### config.mk
export PLATFORM = sky130hd
export DESIGN_NAME = seg_scan_decoder
export DESIGN_NICKNAME = d
export VERILOG_FILES = /design/src/rtl/seg_scan_decoder.sv
export SDC_FILE = /design/constraint.sdc
export NUM_CORES = 1
export LEC_CHECK = 0
export ABC_AREA = 1
export ABC_CLOCK_PERIOD_IN_PS = 4900
export CELL_PAD_IN_SITES_DETAIL_PLACEMENT = 0
export CELL_PAD_IN_SITES_GLOBAL_PLACEMENT = 2
export CORE_MARGIN = 5
export CORE_UTILIZATION = 31
export DETAILED_ROUTE_END_ITERATION = 12
export PLACE_DENSITY_LB_ADDON = 0.1
export SYNTH_ARGS = -nofsm -noshare
export SYNTH_HDL_FRONTEND = slang
export SYNTH_SLANG_ARGS = --single-unit
### constraint.sdc
create_clock -name clk -period 4.9 [get_ports clk]
set_clock_uncertainty 0.15 [all_clocks]
set_input_delay 1.47 -clock clk [delete_from_list [all_inputs] [get_ports clk]]
set_output_delay 1.47 -clock clk [all_outputs]
set_load 0.01 [all_outputs]
### src/rtl/seg_scan_decoder.sv
// seg_scan_decoder: receive-side monitor for a multiplexed 8-digit 7-segment scan.
// Synchronises an/duan/duan1, waits for each strobe to settle, decodes the segment
// pattern into the scroller's 5-bit character codes and reports complete frames.
// Optional feature macro: SEG_DP_CAPTURE_EN (capture decimal points into dp).
module seg_scan_decoder #(
  parameter int unsigned SETTLE  = 16,
  parameter int unsigned TIMEOUT = 400000
) (
  input  logic        clk,
  input  logic        rst,
  input  logic [7:0]  an,
  input  logic [7:0]  duan,
  input  logic [7:0]  duan1,
  output logic [39:0] chars,
  output logic [7:0]  valid,
  output logic [7:0]  dp,
  output logic        frame_done,
  output logic [7:0]  frame_cnt,
  output logic        bad_seg,
  output logic        stale
);

  localparam int unsigned CW = 8;
  localparam int unsigned WW = 20;
`ifdef SEG_DP_CAPTURE_EN
  localparam int unsigned SEGW = 8;
`else
  localparam int unsigned SEGW = 7;
`endif

  typedef enum logic [1:0] {
    ST_IDLE,
    ST_SETTLING,
    ST_HELD
  } state_t;

  logic [7:0]    an_m_q, an_s_q;
  logic [7:0]    seg0_m_q, seg0_s_q;
  logic [7:0]    seg1_m_q, seg1_s_q;

  state_t        state_q;
  logic [CW-1:0] settle_cnt_q;
  logic [WW-1:0] wd_cnt_q;
  logic [7:0]    seen_q;
  logic [39:0]   chars_q;
  logic [7:0]    valid_q;
  logic          frame_done_q;
  logic [7:0]    frame_cnt_q;
  logic          bad_seg_q;
  logic          stale_q;

  logic [2:0]    idx_c;
  logic [5:0]    chars_lsb_c;
  logic          onehot_s_c, onehot_m_c;
  logic [7:0]    sel_s_c, sel_m_c;
  logic          an_chg_c, chg_c;
  logic          capture_c, stale_evt_c;
  logic [4:0]    code_c;
  logic [7:0]    seen_next_c;

  // Map an active-high a..g pattern to the scroller's character code.
  function automatic logic [4:0] seg_decode(input logic [6:0] p);
    case (p)
      7'h3F: seg_decode = 5'd0;
      7'h06: seg_decode = 5'd1;
      7'h5B: seg_decode = 5'd2;
      7'h4F: seg_decode = 5'd3;
      7'h66: seg_decode = 5'd4;
      7'h6D: seg_decode = 5'd5;
      7'h7D: seg_decode = 5'd6;
      7'h07: seg_decode = 5'd7;
      7'h7F: seg_decode = 5'd8;
      7'h6F: seg_decode = 5'd9;
      7'h76: seg_decode = 5'd10;  // H
      7'h79: seg_decode = 5'd11;  // E
      7'h3E: seg_decode = 5'd12;  // U
      7'h38: seg_decode = 5'd13;  // L
      7'h1E: seg_decode = 5'd14;  // J
      7'h6E: seg_decode = 5'd15;  // Y
      7'h00: seg_decode = 5'd16;  // blank
      default: seg_decode = 5'd31;
    endcase
  endfunction

  // Two-flop synchroniser on every pin.
  always_ff @(posedge clk) begin
    if (rst) begin
      an_m_q   <= '0;
      an_s_q   <= '0;
      seg0_m_q <= '0;
      seg0_s_q <= '0;
      seg1_m_q <= '0;
      seg1_s_q <= '0;
    end else begin
      an_m_q   <= an;
      an_s_q   <= an_m_q;
      seg0_m_q <= duan;
      seg0_s_q <= seg0_m_q;
      seg1_m_q <= duan1;
      seg1_s_q <= seg1_m_q;
    end
  end

  // Digit select, change detection (incoming stage vs. synchronised stage) and capture decode.
  always_comb begin
    idx_c = 3'd0;
    for (int i = 0; i < 8; i++) begin
      if (an_s_q[i]) idx_c = 3'(i);
    end
    chars_lsb_c = 6'(idx_c) * 6'd5;
    onehot_s_c  = $onehot(an_s_q);
    onehot_m_c  = $onehot(an_m_q);
    sel_s_c     = idx_c[2] ? seg1_s_q : seg0_s_q;
    sel_m_c     = idx_c[2] ? seg1_m_q : seg0_m_q;
    an_chg_c    = (an_m_q != an_s_q);
    chg_c       = an_chg_c || (sel_m_c[SEGW-1:0] != sel_s_c[SEGW-1:0]);
    capture_c   = (state_q == ST_SETTLING) && !chg_c && (settle_cnt_q == 8'(SETTLE - 1));
    stale_evt_c = !an_chg_c && (wd_cnt_q == 20'(TIMEOUT - 1));
    code_c      = seg_decode(sel_s_c[6:0]);
    seen_next_c = seen_q | (8'b1 << idx_c);
  end

  // Settle FSM, capture/frame bookkeeping and anode watchdog.
  always_ff @(posedge clk) begin
    if (rst) begin
      state_q      <= ST_IDLE;
      settle_cnt_q <= '0;
      wd_cnt_q     <= '0;
      seen_q       <= '0;
      chars_q      <= '0;
      valid_q      <= '0;
      frame_done_q <= 1'b0;
      frame_cnt_q  <= '0;
      bad_seg_q    <= 1'b0;
      stale_q      <= 1'b0;
    end else begin
      frame_done_q <= 1'b0;

      if (an_chg_c) begin
        wd_cnt_q <= '0;
      end else if (wd_cnt_q != {WW{1'b1}}) begin
        wd_cnt_q <= wd_cnt_q + 20'd1;
      end

      if (chg_c) begin
        settle_cnt_q <= '0;
        state_q      <= onehot_m_c ? ST_SETTLING : ST_IDLE;
      end else begin
        case (state_q)
          ST_IDLE: begin
            if (onehot_s_c) begin
              state_q      <= ST_SETTLING;
              settle_cnt_q <= '0;
            end
          end
          ST_SETTLING: begin
            if (capture_c) state_q <= ST_HELD;
            else           settle_cnt_q <= settle_cnt_q + 8'd1;
          end
          ST_HELD: state_q <= ST_HELD;
          default: state_q <= ST_IDLE;
        endcase
      end

      // Capture takes priority over a simultaneous stale event.
      if (capture_c) begin
        chars_q[chars_lsb_c +: 5] <= code_c;
        valid_q[idx_c]            <= 1'b1;
        stale_q                   <= 1'b0;
        if (code_c == 5'd31) bad_seg_q <= 1'b1;
        if (seen_next_c == 8'hFF) begin
          frame_done_q <= 1'b1;
          frame_cnt_q  <= frame_cnt_q + 8'd1;
          seen_q       <= '0;
        end else begin
          seen_q <= seen_next_c;
        end
      end else if (stale_evt_c) begin
        stale_q <= 1'b1;
        valid_q <= '0;
        seen_q  <= '0;
      end
    end
  end

`ifdef SEG_DP_CAPTURE_EN
  logic [7:0] dp_q;

  // Decimal point of the captured digit.
  always_ff @(posedge clk) begin
    if (rst)            dp_q <= '0;
    else if (capture_c) dp_q[idx_c] <= sel_s_c[7];
  end

  assign dp = dp_q;
`else
  logic unused_dp_c;
  assign unused_dp_c = sel_s_c[7] ^ sel_m_c[7];
  assign dp = '0;
`endif

  assign chars      = chars_q;
  assign valid      = valid_q;
  assign frame_done = frame_done_q;
  assign frame_cnt  = frame_cnt_q;
  assign bad_seg    = bad_seg_q;
  assign stale      = stale_q;

endmodule

==> results by group <==
Global routing
  • Overall Global Routing Usage: 14.39%
  • Pin count of the biggest net entering global routing: 43
  • First-pass GRT wire length: 30.32 mm
  • Vias in the first global route: 5943
  • Initial antenna violation count: 0
  • GRT overflow: 0

Critical path
  • Crit path DAT: 4.22 ns
  • CP delay by family, top: adder cells
  • Critical path class: flip-flop to flip-flop
  • CP max stage delay: 0.55 ns
  • WP data required: 5.09 ns
  • Critical path startpoint category: flip-flop
  • Crit-path cells: inv_1 -> fa_1 -> fa_1 -> fa_1 -> inv_1 -> ha_1 -> inv_1 -> fa_1 -> o2111ai_1 -> nand2_1 -> o21a_1 -> a211oi_2 -> o21ai_0 -> a21oi_1
  • Cell mode on critical path: fa_1
  • Slowest CP cell: fa_1
  • Crit path buf inv count: 3
  • CP Max Fanout: 8
  • Critical Path End Type: flip-flop

Logic synthesis
  • Count of cell types in the netlist: 36
  • Post-Synth Adder-Cell Area: 5.352%
  • Synth Area in XOR/XNOR: 1.634%
  • Synth Instances: 1006
  • Synth Register Bits: 141
  • Synthesized area per cell: 6.925 um2
  • Post-synthesis sequential area ratio: 40.52%
  • Number of synthesized flops with an enable pin: 0
  • Largest family of logic cells by synthesized area: simple AND/OR/NAND/NOR gates
  • Simple-Gate Fraction of Synth Area: 29.44%
  • Synthesized cell area: 6967 um2
  • Synth Area in Compound Gates: 11.82%
  • Synth Flop Type: dfxtp_1
  • Async set or reset register ratio after synthesis: 0%
  • Post-synthesis mux area share: 0%
  • Ys Warns: 0

Finish
  • Sequential cell area: 2823 um2
  • Multi-input logic area: 3391 um2
  • Final core utilization: 39.56%
  • Layout cells sized above 1: 5.282%
  • Fillers: 2331
  • Final net count: 1136
  • Diode count: 0
  • Area growth syn-to-layout: 24.69%

Routing
  • WL per Instance: 13.14 um
  • DRC: 0
  • Pre-antenna DRT Iters: 4
  • Final WL: 18.10 mm
  • Via count: 6148
  • DRT iter0 DRCs: 297
  • Via density: 4.462
  • Routed Antenna Nets: 0

Clocking
  • CTS hold repair buffers: 0
  • CTS resizes: 0
  • CTS tree: done
  • Setup bufs post-CTS: 0
  • H-tree Lvls: 4
  • Clock-pin slew on the worst setup and hold paths: 0.06 ns
  • Max clock buf depth: 2
  • CTS root buffer: clkbuf_16
  • CTS Buf Count: 17
  • CTS sink cnt: 141
  • Insertion delay to the later sink of the worst-skew pair: 0.41 ns

Timing
  • Final period utilization: 82.16%
  • Headroom to the max-slew limit: 48.33%
  • Achievable frequency: 248.4 MHz
  • Worst Slack Setup Final: 0.8739 ns
  • Final Hold Vio Count: 0
  • Final setup viols: 0
  • Slew Viols, Final: 0
  • Worst slew pin tran: 0.7691 ns
  • Final min period: 4.026 ns
  • Final setup TNS: 0 ns
  • RSZ-0062 raised after global routing: false

Die
  • Die Y: 159.9 um
  • Core Area: 21960 um2
  • Initial Util: 31.73%
  • DIE AREA: 25570 um2
  • Ports: 93
  • Chip Width: 159.9 um
  • FP Rows: 54

Run
  • Max-cap check violation count: 0

Pwr
  • Leak Pwr: 0.003808 uW
  • Worst VDD drop: 221.4 uV
  • Pwr Density: 341.2 nW/um2

Outcome
  • Status: finished clean

Hold path
  • HP Class: flip-flop to flip-flop

Placement
  • Hpwl dp: 13.64 mm
  • Final Wtd Congestion: 0.8022
  • Setup WS pre-CTS: 0.8786 ns
  • I/O Buffers: 82
[layout by cell type (no fill, tap or decap), drive strengths merged, types with 8 or more instances in the layout]
| cell type | count |
|---|---|
| a31oi | 11 |
| inv | 159 |
| clkdlybuf4s50 | 81 |
| conb | 8 |
| dfxtp | 141 |
| a21oi | 81 |
| nand3 | 64 |
| fa | 8 |
| o21ai | 43 |
| nor2 | 152 |
| xor2 | 11 |
| ha | 17 |
| nor3 | 29 |
| clkbuf | 20 |
| nand4 | 14 |
| nand2 | 213 |
[worst reg2reg max path, cell delays in order, from the launching register on]
cell and delay, ns:
dfxtp_1 0.35, inv_1 0.07, fa_1 0.55, fa_1 0.42, fa_1 0.44, inv_1 0.07, ha_1 0.15, inv_1 0.05
fa_1 0.38, o2111ai_1 0.24, nand2_1 0.08, o21a_1 0.16, a211oi_2 0.51, o21ai_0 0.18, a21oi_1 0.14
[synth_stat cells, types with 13 or more instances]
master    number  share of area (%)
dfxtp_1      141                 41
o21ai_0       38                2.7
a21oi_1       81                5.8
nor2_1       145                7.8
nand4_1       13                1.2
nand3_1       64                4.6
inv_1        155                8.4
nor3_1        28                2.0
nand2_1      210                 11
clkbuf_1      16               0.86
ha_1          17                3.1
buf_4         14                1.5
[layout make-up]
cell class	instances	share of cell area, %
Multi-Input combinational cell	680	39.03
Tap cell	280	4.033
Clock inverter	12	2.376
Inverter	157	6.784
Clock buffer	20	5.372
Sequential cell	141	32.49
Timing Repair Buffer	88	9.909
[cell families (layout without fill, tap and decap cells)]
family / after synthesis / in the layout
compound gates: 152 / 152
xor+xnor: 13 / 13
fa+ha+maj: 25 / 25
buf+inv: 192 / 277
flops: 141 / 141
other cells: 1 / 8
simple gates: 482 / 482
[per-stage QoR]
stage                     power (uW)  cells  area, um2  hold slack [ns]
after floorplan                 1439   1013       6993           0.2601
after global placement          1535   1346       8014           0.2715
after detailed placement        1534   1346       8014           0.2736
after CTS                       3016   1378       8687           0.2835
after global routing            3115   1378       8687           0.2984
final                           2964   1378       8687           0.2803
[routing by layer]
layer / global-route usage, % / up-vias / share of wire [%]
li1: - / 3328 / -
met1: 20.91 / 2703 / 53
met2: 21.75 / 103 / 42
met3: 2.706 / 14 / 3.9
met4: 4.224 / 0 / 1.1
met5: 0 / - / 0
[worst paths after layout]
path | end | slack (ns) | from | cells past startpoint
setup / recovery | settle_cnt_q[1] | 0.87 | an_s_q[0] | 14
hold reg to reg | seg1_s_q[0] | 0.28 | seg1_m_q[0] | 2
hold / removal | seg1_s_q[0] | 0.28 | seg1_m_q[0] | 2
setup reg to reg | settle_cnt_q[1] | 0.87 | an_s_q[0] | 14
[power by group]
group	switching [uW]	internal (uW)	leakage, uW
logic	221	104	0.00234
registers	12.1	1170	0.00115
clock network	512	950	0.000327
[sequential cells by signal, summed over array words and instances (netlist names), 8 cells and up]
signal        flops
chars            40
an_s_q            8
wd_cnt_q         20
frame_cnt         8
valid             8
settle_cnt_q      8
seen_q            8
an_m_q            8
No activity file was read; power rests on OpenSTA's default activity.
==> RTL change 1 (same settings) <==
Build with the macro `SEG_DP_CAPTURE_EN` defined.
--- a/src/rtl/seg_scan_decoder.sv
+++ b/src/rtl/seg_scan_decoder.sv
@@ -2,6 +2,8 @@
 // Synchronises an/duan/duan1, waits for each strobe to settle, decodes the segment
 // pattern into the scroller's 5-bit character codes and reports complete frames.
 // Optional feature macro: SEG_DP_CAPTURE_EN (capture decimal points into dp).
+`define SEG_DP_CAPTURE_EN
+
 module seg_scan_decoder #(
   parameter int unsigned SETTLE  = 16,
   parameter int unsigned TIMEOUT = 400000
Check against the original RTL: same outputs for any inputs over 10 cycles, from zero or initial values and one cycle with rst high; that may be too few to reach the edited logic, so the function may still have changed.
==> RTL change 1 against the original RTL <==
Wire length increased by 18%. Cell area increased by 11%. Largest cell class unchanged. Highest routed layer unchanged. Area after synthesis increased by 12%. Critical endpoint is now settle_cnt_q[4]. Critical path type unchanged. Final cell count increased by 15%. Global-route usage increased by 0.80 points. Fmax decreased by 1.7%. Total power increased by 2.4%. Worst setup slack got worse by 0.068 ns. Sequential cell count increased by 12. Non-clock buffer count increased by 12.
==> RTL change 1: results (changes against the original RTL) <==
Finish
  • Layout cells sized above 1: 0.06825 (was 0.05282)
  • Signal inverters: 196 (was 157)
  • Non-clock buffer share: 0.1010 (was 0.09909)
  • # clk buffers: 18 (was 20)
  • Clock buf/inv share: 0.06358 (was 0.07749)
  • Multi-input gate share of the layout cell area: 0.3995 (was 0.3903)
  • Reg area: 3063 um^2 (was 2823 um^2)
  • Final nets: 1298 (was 1136)
  • Bufs w/o clock: 100 (was 88)
  • Fillcell total: 2749 (was 2331)

Logic synthesis
  • Distinct cells, synth: 45 (was 36)
  • Compound-cell area share of the yosys netlist: 0.08607 (was 0.1182)
  • Sequential share of the synthesized area: 0.3909 (was 0.4052)
  • Syn Area/Cell: 6.778 um^2 (was 6.925 um^2)
  • XOR/XNOR share of the synthesized area: 0.01118 (was 0.01634)
  • Synth area leaders: dfxtp_1 39%, nand2_1 13%, nor2_1 9.4%, inv_1 9.2%, nand3_1 4.3% (was dfxtp_1 41%, nand2_1 11%, inv_1 8.4%, nor2_1 7.8%, a21oi_1 5.8%)
  • Synth top cells by count: 277 x nand2_1, 196 x nor2_1, 191 x inv_1 (was 210 x nand2_1, 155 x inv_1, 145 x nor2_1)

GRT
  • First-pass GRT wire length: 35210 um (was 30320 um)
  • Largest net degree at the start of global routing: 64 (was 43)
  • Vias in the first global route: 6711 (was 5943)
  • Total GRT Usage: 0.1519 (was 0.1439)

Detailed routing
  • WL/cell: 13.39 um (was 13.14 um)
  • Vias per inst: 4.369 (was 4.462)

Critical path
  • Worst R2R Setup Slack: 0.81 ns (was 0.87 ns)
  • Worst-case reg-to-reg path depth: 18 (was 14)
  • Largest fanout on the critical path: 6 (was 8)
  • Critical Path Sink: settle_cnt_q[4] (was settle_cnt_q[1])

Pwr
  • Flop pwr share: 0.421 (was 0.397)
  • Power per Cell Area: 314.1 nW/um^2 (was 341.2 nW/um^2)
  • Power share of the combinational group: 0.123 (was 0.109)
  • Switching pwr: 0.8662 mW (was 0.7443 mW)
  • Leak pwr: 4.312 nW (was 3.808 nW)
  • Seq power: 1.28 mW (was 1.18 mW)
  • VDD IR max: 172.5 uV (was 221.4 uV)

Worst hold path
  • Hold Startpoint: seg0_m_q[3] (was seg1_m_q[0])
  • Hold Crit Endpoint: seg0_s_q[3] (was seg1_s_q[0])

Timing
  • Hold slack final: 0.2744 ns (was 0.2803 ns)
  • Fmax: 244.3 MHz (was 248.4 MHz)
  • Worst-Margin Slew: 0.7376 ns (was 0.7691 ns)

Placed design
  • Area post-placement: 9047 um^2 (was 8014 um^2)
  • Post-DP HPWL: 16200 um (was 13640 um)
  • Cell count after placement: 1558 (was 1346)
  • PortBufs: 92 (was 82)

Clock tree
  • Worst skew pair latency: 0.43 ns (was 0.41 ns)

Die
  • Die area: 28550 um^2 (was 25570 um^2)

Status
  • Status: finished clean (unchanged)
## RTL change 1: cell types whose count changed after synthesis, moves of 10 or more
cell,delta
buf_4,-10
inv_1,+36
nor2_1,+51
nor3_1,-13
dfxtp_1,+12
a21oi_1,-24
nand2_1,+67
## RTL change 1: critical path: stages (launching register included)
cell     delay (ns)
dfxtp_1        0.38
inv_1          0.09
fa_1           0.45
fa_1           0.51
fa_1           0.40
inv_1          0.06
ha_1           0.15
inv_1          0.05
fa_1           0.35
inv_1          0.07
nand4_1        0.08
o21ai_0        0.07
a31oi_1        0.11
a21oi_1        0.49
nand2_4        0.13
inv_1          0.17
nand3_1        0.11
nor2_1         0.11
nor2_1         0.05
## RTL change 1: per-layer routing
layer / routed length, um / global-route usage
met4: 205 / 0.03990
met1: 10980 / 0.2119
met5: 0 / 0
met3: 678 / 0.02429
met2: 9429 / 0.2455
==> RTL change 2 (same flow settings) <==
Without the edit above. One comparison of `wd_cnt_q` changes from == to >=.
--- a/src/rtl/seg_scan_decoder.sv
+++ b/src/rtl/seg_scan_decoder.sv
@@ -115,7 +115,7 @@
     an_chg_c    = (an_m_q != an_s_q);
     chg_c       = an_chg_c || (sel_m_c[SEGW-1:0] != sel_s_c[SEGW-1:0]);
     capture_c   = (state_q == ST_SETTLING) && !chg_c && (settle_cnt_q == 8'(SETTLE - 1));
-    stale_evt_c = !an_chg_c && (wd_cnt_q == 20'(TIMEOUT - 1));
+    stale_evt_c = !an_chg_c && (wd_cnt_q >= 20'(TIMEOUT - 1));
     code_c      = seg_decode(sel_s_c[6:0]);
     seen_next_c = seen_q | (8'b1 << idx_c);
   end
Function: no difference found for any inputs over 10 cycles, from zero or initial values and one cycle with rst high; that may be too few to reach the edited logic, so the function may still have changed.
==> RTL change 2 against the original RTL <==
Total power is 10% lower. Critical endpoint is now settle_cnt_q[7]. Non-clock buffer count did not move. Final cell count down 0.29%. Area after synthesis about the same. Cell area shrank 1.6%. Wire length decreased by 3.6%. Sequential share of layout area is 0.53 points higher. Critical path depth rose by 3. Die area about the same. Worst setup slack worse by 0.053 ns. Sequential cell count unchanged.
==> RTL change 2: results (changes against the original RTL) <==
Logic synthesis
  • Synth top cells by count: 214 x nand2_1, 179 x nor2_1, 148 x inv_1 (was 210 x nand2_1, 155 x inv_1, 145 x nor2_1)
  • XOR/XNOR share of the synthesized area: 0.01130 (was 0.01634)
  • Mux share of post-synthesis cell area: 0 (unchanged)
  • Primary FF master, synth: dfxtp_1 (unchanged)
  • Distinct cells, synth: 47 (was 36)
  • Fraction of registers with async set or reset after synthesis: 0 (unchanged)
  • Fraction of the mapped netlist area in adder cells: 0.05347 (was 0.05352)
  • Synth area leaders: dfxtp_1 40%, nand2_1 12%, nor2_1 9.6%, inv_1 8.0%, a21oi_1 3.9% (was dfxtp_1 41%, nand2_1 11%, inv_1 8.4%, nor2_1 7.8%, a21oi_1 5.8%)
  • Compound-cell area share of the yosys netlist: 0.1035 (was 0.1182)
  • Sequential share of the synthesized area: 0.4048 (was 0.4052)
  • Synth Warn #: 0 (unchanged)
  • Post-Syn Instances: 1001 (was 1006)

Clock tree
  • Worst skew pair latency: 0.42 ns
  • CTS root buf: clkbuf_16 (unchanged)
  • CTS resizes: 0 (unchanged)
  • CTS clk-pin slew, worst paths: 0.06 ns (about the same)
  • CTS max path bufs: 2 (unchanged)
  • # Post-CTS Setup Buffers: 0 (unchanged)
  • H-tree depth: 4 (unchanged)
  • TritonCTS buffer count: 17 (unchanged)

Timing
  • Final setup fails: 0 (unchanged)
  • Worst-Margin Slew: 0.7126 ns (was 0.7691 ns)

Critical path
  • Largest fanout on the critical path: 8 (unchanged)
  • Slowest CP cell: fa_1 (unchanged)
  • Crit path DAT: 4.25 ns (was 4.22 ns)
  • Crit-path leading delay family: adder cells (unchanged)
  • Slowest stage delay, CP: 0.51 ns (was 0.55 ns)
  • Worst Setup SP: an_s_q[1] (was an_s_q[0])

Pwr
  • Leak pwr: 3.619 nW (was 3.808 nW)
  • VDD IR max: 209.2 uV (was 221.4 uV)

GRT
  • First-pass GRT wire length: 29960 um (was 30320 um)
  • Vias in the first global route: 5985 (was 5943)
  • Total GRT Usage: 0.1403 (was 0.1439)
  • Largest net degree at the start of global routing: 47 (was 43)
  • Antenna violations before repair: 0 (unchanged)

Finish
  • Ant diodes: 0 (unchanged)
  • Final nets: 1132 (was 1136)
  • Layout cells sized above 1: 0.06307 (was 0.05282)
  • Largest register FFs: 40 (unchanged)
  • Fillcell total: 2383 (was 2331)

Detailed routing
  • Iteration-0 DRC Markers: 248 (was 297)
  • Drt first pass iters: 4 (unchanged)
  • Total number of vias: 6084 (was 6148)
  • Vias per inst: 4.428 (was 4.462)
  • WL/cell: 12.71 um (was 13.14 um)

Placed design
  • PortBufs: 82 (unchanged)
  • Pre-CTS WS: 0.7404 ns (was 0.8786 ns)
  • Area post-placement: 8010 um^2 (was 8014 um^2)
  • Post-DP HPWL: 12860 um (was 13640 um)
  • Cell count after placement: 1342 (was 1346)
  • Global placer's final weighted congestion: 0.7867 (was 0.8022)

Worst hold path
  • Worst hold path type: reg2reg (unchanged)
  • Hold Startpoint: seg0_m_q[0] (was seg1_m_q[0])

Status
  • Status: finished clean (unchanged)
-- RTL change 2: power by group --
group	total [mW]	internal, mW	switching (mW)
clock	1.19	0.664	0.523
sequential	1.18	1.17	0.0136
combinational	0.299	0.0993	0.200
total	2.67	1.93	0.736
-- RTL change 2: worst paths after layout --
kind	end	slack (ns)	cells after the start
min reg2reg	seg0_s_q[0]	0.27	2
max	settle_cnt_q[7]	0.82	17
min	seg0_s_q[0]	0.27	2
max reg2reg	settle_cnt_q[7]	0.82	17
-- RTL change 2: layer usage --
metal / global-route usage / routed length [um]
met5: 0 / 0
met4: 0.03559 / 139
met3: 0.03067 / 573
met2: 0.2270 / 7829
met1: 0.1909 / 8918
-- RTL change 2: area by class of cell --
cell class	instances	area, um^2	area share
Timing Repair Buffer	88	860.8	0.1007
Tap cell	280	350.3	0.04098
Clock buffer	20	446.7	0.05225
Clock inverter	12	91.34	0.01069
Sequential cell	141	2823	0.3302
Inverter	154	578.1	0.06762
Multi-Input combinational cell	679	3398	0.3975
